[config.mk]
export PLATFORM = sky130hd
export DESIGN_NAME = mmio_uart_flat
export DESIGN_NICKNAME = d
export VERILOG_FILES = /design/src/rtl/uart_pkg.sv /design/src/rtl/mmio_uart_if.sv /design/src/rtl/uart_fifo.sv /design/src/rtl/mmio_uart.sv /design/src/flat_wrapper.sv
export SDC_FILE = /design/constraint.sdc
export NUM_CORES = 1
export LEC_CHECK = 0
export ABC_AREA = 1
export CAP_MARGIN = 0
export CORE_ASPECT_RATIO = 0.8
export CORE_MARGIN = 2
export CORE_UTILIZATION = 55
export DETAILED_ROUTE_END_ITERATION = 8
export PLACE_DENSITY = 0.71
export SLEW_MARGIN = 20
export SYNTH_ARGS = -nofsm -noshare
export SYNTH_HDL_FRONTEND = slang
export SYNTH_HIERARCHICAL = 1
export SYNTH_SLANG_ARGS = --single-unit
[constraint.sdc]
create_clock -name clk -period 8.1 [get_ports clk]
set_input_delay 1.62 -clock clk [delete_from_list [all_inputs] [get_ports clk]]
set_output_delay 1.62 -clock clk [all_outputs]
set_load 0.01 [all_outputs]
[src/rtl/uart_pkg.sv]
// uart_pkg: register map, bit positions and FSM state
// type shared by the mmio_uart block.
package uart_pkg;

  localparam logic [2:0] REG_DATA   = 3'd0;
  localparam logic [2:0] REG_STATUS = 3'd1;
  localparam logic [2:0] REG_CTRL   = 3'd2;
  localparam logic [2:0] REG_DIV_LO = 3'd4;
  localparam logic [2:0] REG_DIV_HI = 3'd5;

  localparam int ST_RX_AVAIL  = 0;
  localparam int ST_RX_FULL   = 1;
  localparam int ST_TX_EMPTY  = 2;
  localparam int ST_TX_FULL   = 3;
  localparam int ST_OVERRUN   = 4;
  localparam int ST_FRAME_ERR = 5;

  localparam int CTRL_CLR   = 0;
  localparam int CTRL_FLUSH = 1;
  localparam int CTRL_LB    = 2;

  localparam int DIV_MIN = 4;

  typedef enum logic [1:0] {
    IDLE,
    START,
    DATA,
    STOP
  } uart_state_e;

endpackage

[src/rtl/mmio_uart_if.sv]
// mmio_uart_if: MMIO access port between the data-memory
// controller (master) and the UART (slave).
interface mmio_uart_if;

  logic       tx_wen;
  logic       rx_ren;
  logic [2:0] uart_addr;
  logic [7:0] uart_din;
  logic [7:0] uart_dout;

  modport master (
    output tx_wen, rx_ren, uart_addr, uart_din,
    input  uart_dout
  );

  modport slave (
    input  tx_wen, rx_ren, uart_addr, uart_din,
    output uart_dout
  );

endinterface

[src/rtl/uart_fifo.sv]
// uart_fifo: 8-bit synchronous FIFO with flush and a
// combinational head; push at full succeeds with a pop.
module uart_fifo #(
  parameter int DEPTH = 16
) (
  input  logic       clk,
  input  logic       rst_n,
  input  logic       push,
  input  logic       pop,
  input  logic       flush,
  input  logic [7:0] din,
  output logic [7:0] dout,
  output logic       full,
  output logic       empty
);

  localparam int AW = $clog2(DEPTH);
  localparam logic [AW:0] FULL_CNT = (AW+1)'(DEPTH);

  logic [7:0]    mem [DEPTH];
  logic [AW-1:0] wr_ptr;
  logic [AW-1:0] rd_ptr;
  logic [AW:0]   cnt;
  logic          do_push;
  logic          do_pop;

  assign empty   = (cnt == '0);
  assign full    = (cnt == FULL_CNT);
  assign do_pop  = pop && !empty;
  assign do_push = push && (!full || do_pop);
  assign dout    = mem[rd_ptr];

  // pointer and occupancy bookkeeping
  always_ff @(posedge clk or negedge rst_n) begin
    if (!rst_n) begin
      wr_ptr <= '0;
      rd_ptr <= '0;
      cnt    <= '0;
    end else if (flush) begin
      wr_ptr <= '0;
      rd_ptr <= '0;
      cnt    <= '0;
    end else begin
      if (do_push) wr_ptr <= wr_ptr + 1'b1;
      if (do_pop)  rd_ptr <= rd_ptr + 1'b1;
      cnt <= cnt + {{AW{1'b0}}, do_push}
                 - {{AW{1'b0}}, do_pop};
    end
  end

  // storage array, contents only meaningful below cnt
  always_ff @(posedge clk) begin
    if (do_push && !flush) mem[wr_ptr] <= din;
  end

endmodule

[src/rtl/mmio_uart.sv]
// mmio_uart: MMIO UART with TX/RX FIFOs, baud divisor and
// 8N1 FSMs. Optional loopback: UART_LOOPBACK_EN.
module mmio_uart
  import uart_pkg::*;
#(
  parameter int FIFO_DEPTH  = 16,
  parameter int DIV_DEFAULT = 868,
  parameter int DIV_W       = 16
) (
  input  logic       clk,
  input  logic       rst_n,
  mmio_uart_if.slave bus,
  input  logic       rxd,
  output logic       txd,
  output logic       rx_irq
);

  typedef logic [DIV_W-1:0] div_t;

  div_t div_q, eff_div, reload, half;
  logic wr_en, tx_push, ctrl_wr, flush, clr, rx_pop;
  logic tx_full, tx_empty, tx_pop;
  logic rx_full, rx_empty, rx_push;
  logic [7:0] tx_dout, rx_dout;
  logic overrun, frame_err, ovr_set, ferr_set, lb;
  logic rx_in, rx_s;
  logic [1:0] sync_q;

  uart_state_e tx_st_q, tx_st_d;
  div_t        tx_cnt_q, tx_cnt_d;
  logic [2:0]  tx_bit_q, tx_bit_d;
  logic [7:0]  tx_sh_q, tx_sh_d;
  logic        tx_tc;

  uart_state_e rx_st_q, rx_st_d;
  div_t        rx_cnt_q, rx_cnt_d;
  logic [2:0]  rx_bit_q, rx_bit_d;
  logic [7:0]  rx_sh_q, rx_sh_d;
  logic        rx_wait_q, rx_wait_d;
  logic        rx_tc;

  assign wr_en   = bus.tx_wen && !bus.rx_ren;
  assign tx_push = wr_en && (bus.uart_addr == REG_DATA);
  assign ctrl_wr = wr_en && (bus.uart_addr == REG_CTRL);
  assign flush   = ctrl_wr && bus.uart_din[CTRL_FLUSH];
  assign clr     = ctrl_wr && bus.uart_din[CTRL_CLR];
  assign rx_pop  = bus.rx_ren && !rx_empty
                && (bus.uart_addr == REG_DATA);

  assign eff_div = (div_q < div_t'(DIV_MIN))
                 ? div_t'(DIV_MIN) : div_q;
  assign reload  = eff_div - div_t'(1);
  assign half    = (eff_div >> 1) - div_t'(1);
  assign rx_irq  = !rx_empty;
  assign tx_tc   = (tx_cnt_q == '0);
  assign rx_tc   = (rx_cnt_q == '0);

  uart_fifo #(.DEPTH(FIFO_DEPTH)) u_tx_fifo (
    .clk(clk), .rst_n(rst_n),
    .push(tx_push), .pop(tx_pop), .flush(flush),
    .din(bus.uart_din), .dout(tx_dout),
    .full(tx_full), .empty(tx_empty)
  );

  uart_fifo #(.DEPTH(FIFO_DEPTH)) u_rx_fifo (
    .clk(clk), .rst_n(rst_n),
    .push(rx_push), .pop(rx_pop), .flush(flush),
    .din(rx_sh_q), .dout(rx_dout),
    .full(rx_full), .empty(rx_empty)
  );

`ifdef UART_LOOPBACK_EN
  logic lb_q;
  // loopback enable bit
  always_ff @(posedge clk or negedge rst_n) begin
    if (!rst_n)       lb_q <= 1'b0;
    else if (ctrl_wr) lb_q <= bus.uart_din[CTRL_LB];
  end
  assign lb = lb_q;
`else
  assign lb = 1'b0;
`endif

  assign rx_in = lb ? txd : rxd;
  assign rx_s  = sync_q[1];

  // divisor and sticky error flags; a set beats a clear
  always_ff @(posedge clk or negedge rst_n) begin
    if (!rst_n) begin
      div_q     <= div_t'(DIV_DEFAULT);
      overrun   <= 1'b0;
      frame_err <= 1'b0;
    end else begin
      if (wr_en && bus.uart_addr == REG_DIV_LO)
        div_q[7:0] <= bus.uart_din;
      if (wr_en && bus.uart_addr == REG_DIV_HI)
        div_q[15:8] <= bus.uart_din;
      if (clr) begin
        overrun   <= 1'b0;
        frame_err <= 1'b0;
      end
      if (ovr_set)  overrun   <= 1'b1;
      if (ferr_set) frame_err <= 1'b1;
    end
  end

  // combinational register read mux
  always_comb begin
    bus.uart_dout = 8'h00;
    unique case (bus.uart_addr)
      REG_DATA:   bus.uart_dout = rx_empty ? 8'h00 : rx_dout;
      REG_STATUS: begin
        bus.uart_dout[ST_RX_AVAIL]  = !rx_empty;
        bus.uart_dout[ST_RX_FULL]   = rx_full;
        bus.uart_dout[ST_TX_EMPTY]  = tx_empty;
        bus.uart_dout[ST_TX_FULL]   = tx_full;
        bus.uart_dout[ST_OVERRUN]   = overrun;
        bus.uart_dout[ST_FRAME_ERR] = frame_err;
      end
      REG_CTRL:   bus.uart_dout[CTRL_LB] = lb;
      REG_DIV_LO: bus.uart_dout = div_q[7:0];
      REG_DIV_HI: bus.uart_dout = div_q[15:8];
      default:    bus.uart_dout = 8'h00;
    endcase
  end

  // txd is idle high, so reset drives it high at once
  assign txd = (tx_st_q == START) ? 1'b0
             : (tx_st_q == DATA)  ? tx_sh_q[0] : 1'b1;

  // TX and RX FSM registers plus input synchroniser
  always_ff @(posedge clk or negedge rst_n) begin
    if (!rst_n) begin
      tx_st_q   <= IDLE;
      tx_cnt_q  <= '0;
      tx_bit_q  <= '0;
      tx_sh_q   <= '0;
      rx_st_q   <= IDLE;
      rx_cnt_q  <= '0;
      rx_bit_q  <= '0;
      rx_sh_q   <= '0;
      rx_wait_q <= 1'b0;
      sync_q    <= 2'b11;
    end else begin
      tx_st_q   <= tx_st_d;
      tx_cnt_q  <= tx_cnt_d;
      tx_bit_q  <= tx_bit_d;
      tx_sh_q   <= tx_sh_d;
      rx_st_q   <= rx_st_d;
      rx_cnt_q  <= rx_cnt_d;
      rx_bit_q  <= rx_bit_d;
      rx_sh_q   <= rx_sh_d;
      rx_wait_q <= rx_wait_d;
      sync_q    <= {sync_q[0], rx_in};
    end
  end

  // TX next state: each state holds for eff_div clocks
  always_comb begin
    tx_st_d  = tx_st_q;
    tx_cnt_d = tx_cnt_q;
    tx_bit_d = tx_bit_q;
    tx_sh_d  = tx_sh_q;
    tx_pop   = 1'b0;
    if (!tx_tc) tx_cnt_d = tx_cnt_q - div_t'(1);
    unique case (tx_st_q)
      IDLE: if (!tx_empty) begin
        tx_pop   = 1'b1;
        tx_sh_d  = tx_dout;
        tx_cnt_d = reload;
        tx_st_d  = START;
      end
      START: if (tx_tc) begin
        tx_cnt_d = reload;
        tx_bit_d = '0;
        tx_st_d  = DATA;
      end
      DATA: if (tx_tc) begin
        tx_cnt_d = reload;
        tx_sh_d  = {1'b0, tx_sh_q[7:1]};
        if (tx_bit_q == 3'd7) tx_st_d = STOP;
        else tx_bit_d = tx_bit_q + 3'd1;
      end
      STOP: if (tx_tc) begin
        if (!tx_empty) begin
          tx_pop   = 1'b1;
          tx_sh_d  = tx_dout;
          tx_cnt_d = reload;
          tx_st_d  = START;
        end else begin
          tx_st_d = IDLE;
        end
      end
    endcase
  end

  // RX next state: mid-bit sampling, stop check, errors
  always_comb begin
    rx_st_d   = rx_st_q;
    rx_cnt_d  = rx_cnt_q;
    rx_bit_d  = rx_bit_q;
    rx_sh_d   = rx_sh_q;
    rx_wait_d = rx_wait_q;
    rx_push   = 1'b0;
    ovr_set   = 1'b0;
    ferr_set  = 1'b0;
    if (!rx_tc) rx_cnt_d = rx_cnt_q - div_t'(1);
    unique case (rx_st_q)
      IDLE: if (!rx_s) begin
        rx_cnt_d = half;
        rx_st_d  = START;
      end
      START: if (rx_tc) begin
        if (rx_s) begin
          rx_st_d = IDLE;
        end else begin
          rx_cnt_d = reload;
          rx_bit_d = '0;
          rx_st_d  = DATA;
        end
      end
      DATA: if (rx_tc) begin
        rx_sh_d  = {rx_s, rx_sh_q[7:1]};
        rx_cnt_d = reload;
        if (rx_bit_q == 3'd7) rx_st_d = STOP;
        else rx_bit_d = rx_bit_q + 3'd1;
      end
      STOP: begin
        if (rx_wait_q) begin
          if (rx_s) begin
            rx_wait_d = 1'b0;
            rx_st_d   = IDLE;
          end
        end else if (rx_tc) begin
          if (rx_s) begin
            if (rx_full && !rx_pop) ovr_set = 1'b1;
            else rx_push = 1'b1;
            rx_st_d = IDLE;
          end else begin
            ferr_set  = 1'b1;
            rx_wait_d = 1'b1;
          end
        end
      end
    endcase
  end

endmodule

[src/flat_wrapper.sv]
// flat-port wrapper written by rule: the top's interface ports become plain ports
module mmio_uart_flat import uart_pkg::*;
#(
  parameter int FIFO_DEPTH  = 16,
  parameter int DIV_DEFAULT = 868,
  parameter int DIV_W       = 16
)
  (clk, rst_n, rxd, txd, rx_irq, bus_tx_wen, bus_rx_ren, bus_uart_addr, bus_uart_din, bus_uart_dout);
  mmio_uart_if bus_i ();
  input  logic clk;
  input  logic rst_n;
  input  logic rxd;
  output logic txd;
  output logic rx_irq;
  input wire logic [$bits(bus_i.tx_wen)-1:0] bus_tx_wen;
  input wire logic [$bits(bus_i.rx_ren)-1:0] bus_rx_ren;
  input wire logic [$bits(bus_i.uart_addr)-1:0] bus_uart_addr;
  input wire logic [$bits(bus_i.uart_din)-1:0] bus_uart_din;
  output wire logic [$bits(bus_i.uart_dout)-1:0] bus_uart_dout;
  assign bus_i.tx_wen = bus_tx_wen;
  assign bus_i.rx_ren = bus_rx_ren;
  assign bus_i.uart_addr = bus_uart_addr;
  assign bus_i.uart_din = bus_uart_din;
  assign bus_uart_dout = bus_i.uart_dout;
  mmio_uart #(.FIFO_DEPTH(FIFO_DEPTH), .DIV_DEFAULT(DIV_DEFAULT), .DIV_W(DIV_W)) u_core (.clk(clk), .rst_n(rst_n), .bus(bus_i), .rxd(rxd), .txd(txd), .rx_irq(rx_irq));
endmodule
==> Word-level counts from Yosys, hierarchy flattened <==
Memory sizes are Yosys's and may differ from the RTL's.
Index checks and enable logic that the tools add are counted.
W data, S select, Z words.
{ "totals": {"regBits": 105, "input_bits": 16, "latchBits": 0, "rom_bits": 0, "n_memories": 2, "ram_bits": 256, "out_inout_bits": 10} }
{ "memory_table": {"columns": ["memory", "depth", "width", "read_ports", "rd_clocked_by_memory_dff", "wr", "line_no", "text"], "rows": [
  ["u_core.u_rx_fifo.mem", 16, 8, 1, 0, 1, "uart_fifo.sv:20", "logic [7:0] mem [DEPTH];"],
  ["u_core.u_tx_fifo.mem", 16, 8, 1, 0, 1, "uart_fifo.sv:20", null]
]} }
{ "op_classes": {"bitwise_logic": 0, "n_eq_ne": 27, "addsub": 14, "div_mod_pow": 0, "shift": 0, "n_reduce_logical": 48, "n_mux": 83, "n_mul": 0, "n_lt_le_gt_ge": 1} }
{ "op_table": {"columns": ["operator", "count"], "rows": [
  ["$mux W16", 10],
  ["$pmux W16 S3", 2],
  ["$sub A16 B1 Y16 const B", 3],
  ["$logic_not A16 Y1", 2],
  ["$mux W4", 8],
  ["$mux W8", 4],
  ["$mux W1", 27],
  ["$mux W2", 13],
  ["$pmux W2 S4", 3],
  ["$pmux W8 S3", 1],
  ["$mux W3", 7],
  ["$add A4 B1 Y4 const B", 4],
  ["$logic_and A1 B1 Y1", 16],
  ["$lt A16 B3 Y1 const B", 1],
  ["$reduce_bool A2 Y1", 8],
  ["$sub A15 B1 Y16 const B", 1],
  ["$reduce_and A5 Y1", 3],
  ["$eq A3 B3 Y1 const B", 4],
  ["$ne A2 B1 Y1 const B", 6],
  ["$ne A2 B2 Y1 const B", 6],
  ["$pmux W3 S2", 2],
  ["$pmux W3 S4", 1],
  ["$add A5 B1 Y5", 2],
  ["$eq A5 B5 Y1 const B", 2],
  ["21 further kinds", 37]
]} }

==> Depth between registers and ports, before layout <==
{ "depth": {"word_depth": 15, "ltp_mapped": 24, "depth_no_buf": 24} }

==> By module <==
The synthesis kept the hierarchy.
{ "modules_own_cells": {"columns": ["module", "cells_each", "area_per_inst_um2", "n_inst", "seq_area_each_um2"], "rows": [
  ["uart_fifo", 647, 6434.9, 2, 4169.0],
  ["mmio_uart", 828, 5915.7, 1, 1985.7]
]} }

==> Worst setup path after synthesis <==
OpenSTA, ideal clock, no wires.
{ "synth_path": {"kind": "input to register", "start": "input port bus_uart_addr[1]", "end": "register u_core.u_rx_fifo.cnt[4]", "path_stages": 17, "required_time_ns": 7.983, "n_path_buf": 0, "arrival_ns": 3.944, "setup_slack_ns": 4.039, "cell_sequence": "nor2_1 > nand2_1 > nor2_1 > inv_1 > o21ai_0 > inv_1 > nor2_1 > or2_1 > nand2_1 > ha_1 > fa_1 > nand2_1 > nand2_1 > a21oi_1 > nand2_1 > nand2_1 > nor2_1"} }
{ "synth_via": {"elab_chain_len": 13, "word_cells_on_any_way": 18, "cone_classes": "2 x add/sub; 1 x eq/ne; 6 x mux; 9 x reduce/logical"} }
{ "synth_rtl": {"columns": ["item", "line_no", "text"], "rows": [
  ["from (decl)", "flat_wrapper.sv:17", "input wire logic [$bits(bus_i.uart_addr)-1:0] bus_uart_addr;"],
  ["$logic_not A3 Y1", "mmio_uart.sv:48", "&& (bus.uart_addr == REG_DATA);"],
  ["$logic_and A1 B1 Y1", "mmio_uart.sv:48", null],
  ["$logic_not A1 Y1", "mmio_uart.sv:236", "if (rx_full && !rx_pop) ovr_set = 1'b1;"],
  ["$logic_and A1 B1 Y1", "mmio_uart.sv:236", null],
  ["$mux W1", "mmio_uart.sv:236", null],
  ["$mux W1", "mmio_uart.sv:235", "if (rx_s) begin"],
  ["$mux W1", "mmio_uart.sv:234", "end else if (rx_tc) begin"],
  ["$mux W1", "mmio_uart.sv:229", "if (rx_wait_q) begin"],
  ["$mux W1", "mmio_uart.sv:208", "unique case (rx_st_q)"],
  ["net u_core.rx_push", "mmio_uart.sv:23", "logic rx_full, rx_empty, rx_push;"],
  ["$logic_and A1 B1 Y1", "uart_fifo.sv:30", "assign do_push = push && (!full || do_pop);"],
  ["$add A5 B1 Y5", "uart_fifo.sv:46", "cnt <= cnt + {{AW{1'b0}}, do_push}"],
  ["$sub A5 B1 Y5", "uart_fifo.sv:47", "- {{AW{1'b0}}, do_pop};"],
  ["$mux W5", "uart_fifo.sv:39", "end else if (flush) begin"],
  ["to (signal assigned)", "uart_fifo.sv:46", null],
  ["to (decl)", "uart_fifo.sv:23", "logic [AW:0] cnt;"]
]} }
The timed path passes the listed nets, and every way through them passes these cells.
A chain may end at the register's enable or synchronous reset.

==> Worst setup path after layout <==
{ "layout_path": {"start": "input port bus_uart_addr[1]", "end": "output port bus_uart_dout[2]"} }
{ "layout_via": {"elab_chain_len": 2, "word_cells_on_any_way": 5, "cone_classes": "3 x eq/ne; 1 x mux; 1 x reduce/logical"} }
{ "layout_rtl": {"columns": ["item", "line_no", "text"], "rows": [
  ["$eq A3 B3 Y1 (tied with other cells)", "mmio_uart.sv:110", "unique case (bus.uart_addr)"],
  ["$pmux W1 S4 *", "mmio_uart.sv:110", null],
  ["to (decl)", "flat_wrapper.sv:19", "output wire logic [$bits(bus_i.uart_dout)-1:0] bus_uart_dout;"]
]} }
Every way passes the cells marked *; elsewhere a longest branch is shown, timed or not.

==> results.md <==
* Fin crit period at roughly 5.4 ns
* Adder-cell share of the synthesized area at 2.611%
* Largest cells by area after synthesis: edfxtp_1 (41%), nand2_1 (14%), dfrtp_1 (13%), nor2_1 (4.9%), nand3_1 (4.4%)
* First drt pass iteration count at 5
* Unrepaired setup endpoints after global routing: false
* Crit path cell chain: clkdlybuf4s50_1 -> nor2_1 -> nand2_1 -> nor2_1 -> a22oi_1 -> o221ai_1 -> clkdlybuf4s50_1
* Via count at roughly 14000
* Area after DPL at approximately 0.019 mm^2
* Reg clk slew, reported paths at ~0.060 ns
* Pwr dens at approximately 320 mW/mm^2
* Remaining Overflow, GRT at 0
* Finish-stage setup viols at 0
* Final slew viol count at 0
* Cell depth of the worst flop-to-flop path at 16
* Peak Freq at approximately 180 MHz
* Hold Crit Depth at 0
* PortBufs at 25
* Synthesized cell area at around 0.019 mm^2
* Die area at roughly 0.036 mm^2
* Initial Util at about 56%
* Largest family of logic cells by synthesized area: simple AND/OR/NAND/NOR gates
* Fill cells at between 2000 and 3000
* # clock sinks at 361
* GRT Total Usage at about a quarter
* Cells after Synth at approximately 2100
* Crit. End Element: output port
* Fin. Hold Viols at 0
* Startpoint Class: primary input
* Clock Skew at roughly 0.012 ns
* Clock Tree Buf Depth at 3
* Post-synthesis xor/xnor area fraction at under 10%
* Synth Net Count at 2176
* Status: finished, final reports clean
* CTS tree: yes
* Synth-to-Final Area Change at 9.245%
* Die W at approximately 210 um
* I/O pin count at 26
* CP Data Required Time at approximately 6.5 ns
* Die Y at ~170 um
* First DRT Iteration DRCs at about 1600
* Register bit total from synthesis at approximately 360
* Vias in the first global route at 13500
* Antenna diodes at 0
* Register area share after synthesis at 54.96%
* Final GP Congestion at ~0.94
* Via/cell ratio at around 5.6
* Hold-fix buffers, CTS at 0
* Hold Path End: u_core/sync_q[1]
* DR DRC count at 0
* Final Cycle Share at 66.78%
* Nets at 2183
* Leak at about 0.0089 uW
* WL final at between 40 and 50 mm
* Post-cts resize count at 0
* Ratio of cells with drive above 1 in the final layout at approximately 8.6%
* Synth unique cells at just under 60
* H-tree levels at 2
* Reg2Reg Launch Point: u_core/tx_cnt_q[0]
* CP max FO at 9
* WL per Instance at 17.92 um
* Slowest library cell on the worst path: clkdlybuf4s50_1
* Layout Cells excl Fill at roughly 2600
* Met2 WL at roughly 21 mm
* Initial antenna violation count at 0
* CP top delay family: buffers and inverters
* Reg-to-reg slack, setup at between 4 and 5 ns
* Number of setup buffers added after CTS at 0
* Post-Synth Simple-Gate Area at between 20% and 30%
* Mux share of post-synthesis cell area at less than 1%
* Largest net degree at the start of global routing at 85
* Max cap viols at 0
* Met3 wire length at approximately 4.1 mm
* FF-to-FF End: u_core/u_tx_fifo/mem[1][0]
* CP Buf/Inv Count at 2
* Worst min-delay path class: register to register
* Placed cell count at between 2000 and 3000
* # rows at 60
* DR top layer: met4
* M1 WL at roughly 21 mm
* Final Cell Area at around 0.02 mm^2
* Leading area contributor after synthesis: edfxtp_1
* Root Driver: clkbuf_16
* Total CTS buffers at 39
* Dpl hpwl at 30.61 mm
* Area share of the largest cell type after synthesis at between 40% and 50%
* CP Class: primary input to output port
* Syn avg cell area at between 8 and 9 um^2
* Worst Max-Slew Pin Slew at a little under 1 ns
* Pre-CTS WS at around 2.8 ns
* Fin Setup TNS at 0 ns
* Setup ws final at ~2.7 ns
* Synth warnings at 6
* Compound-gate portion of the synthesized area at under 10%
* Antenna viol nets, final at 0
* CP peak stage delay at between 0.5 and 0.6 ns
* First-pass GRT wire length at ~73 mm
* VDD IR max at approximately 0.24 mV
* Core Footprint at about 0.034 mm^2
* WP data arrival at approximately 3.8 ns
* HP Start: u_core/sync_q[0]
* Clk_lat worst skew at around 0.55 ns
* Max_slew headroom at between 30% and 40%
[cell type report]
class / count / area, um^2 / share of cell area, %
inverter: 252 / 950.9 / 4.634
clock buffer: 50 / 1067 / 5.201
clock inverter: 20 / 255.2 / 1.244
multi-input combinational: 1443 / 7079 / 34.50
sequential: 361 / 10330 / 50.32
timing repair buffer: 32 / 300.3 / 1.463
tap: 434 / 543.0 / 2.646
[layer usage]
metal / global-route usage (%) / vias to the layer above
met2: 40.62 / 608
met3: 4.497 / 70
met4: 6.736 / 0
met5: 0 / -
li1: - / 6915
met1: 39.09 / 6871
[worst max-delay path by stage]
stage	slack [ns]	from	cells after the start	endpoint
global placement	2.79	bus_uart_addr[1]	7	bus_uart_dout[7]
CTS	2.74	bus_uart_addr[1]	7	bus_uart_dout[2]
finish	2.69	bus_uart_addr[1]	7	bus_uart_dout[2]
floorplan	4.04	bus_uart_addr[1]	17	u_core/u_rx_fifo/cnt[4]
global route	2.51	bus_uart_addr[1]	7	bus_uart_dout[1]
detailed placement	2.75	bus_uart_addr[1]	7	bus_uart_dout[7]
[stage by stage]
stage	util, %	power, uW	hold slack (ns)
after global routing	61.02	6932	0.3588
after global placement	57.09	4604	0.3466
after CTS	61.02	6513	0.3559
after floorplan	-	4099	0.3452
after detailed placement	57.09	4656	0.3475
final	61.02	6512	0.3560
[cells in the final DEF, fill, tap and decap left out, drive strengths merged, types with 6 or more instances in the layout]
cell	netlist	layout
o211ai	20	20
bufinv	0	6
nand3	189	189
a21oi	34	34
ha	36	36
inv	250	253
dfstp	7	7
clkdlybuf4s50	0	24
xor2	29	29
buf	50	8
dfrtp	98	98
a31oi	12	12
nor2	272	272
clkbuf	16	50
edfxtp	256	256
nand2	714	714
nand4	20	20
clkinv	2	12
o21ai	61	61
o221ai	8	8
[where the power goes]
| part | switching [uW] | internal [uW] | leakage (uW) | total, uW |
|---|---|---|---|---|
| Sequential | 201 | 2150 | 0.00331 | 2350 |
| Combinational | 1570 | 742 | 0.00494 | 2310 |
| Clock | 727 | 1120 | 0.000645 | 1850 |
[synthesized netlist by cell type, drive strengths merged]
cell,instances
a211oi,1
a21o,1
a21oi,34
a22oi,5
a31o,1
a31oi,12
a32o,4
a32oi,1
and2,4
buf,50
clkbuf,16
clkinv,2
dfrtp,98
dfstp,7
edfxtp,256
fa,2
ha,36
inv,250
mux2,1
nand2,714
nand3,189
nand3b,1
nand4,20
nor2,272
nor3,5
nor4,5
o2111ai,3
o211ai,20
o21ai,61
o21bai,1
o221ai,8
o22ai,3
o31ai,1
or2,4
xnor2,5
xor2,29
[cell families after synthesis]
kind of cell / count (synthesis)
compound gates: 156
simple gates: 1214
xor+xnor: 34
fa+ha+maj: 38
buf+inv: 318
flops: 361
mux: 1
[flip-flops by register name (all words and copies together), names as in the netlist, 8 cells and up, named ones only]
name,count
u_core/div_q,16
u_core/rx_cnt_q,16
u_core/rx_sh_q,8
u_core/tx_cnt_q,16
u_core/tx_sh_q,8
u_core/u_rx_fifo/mem,128
u_core/u_tx_fifo/mem,128
(Power assumes the default switching activity.)
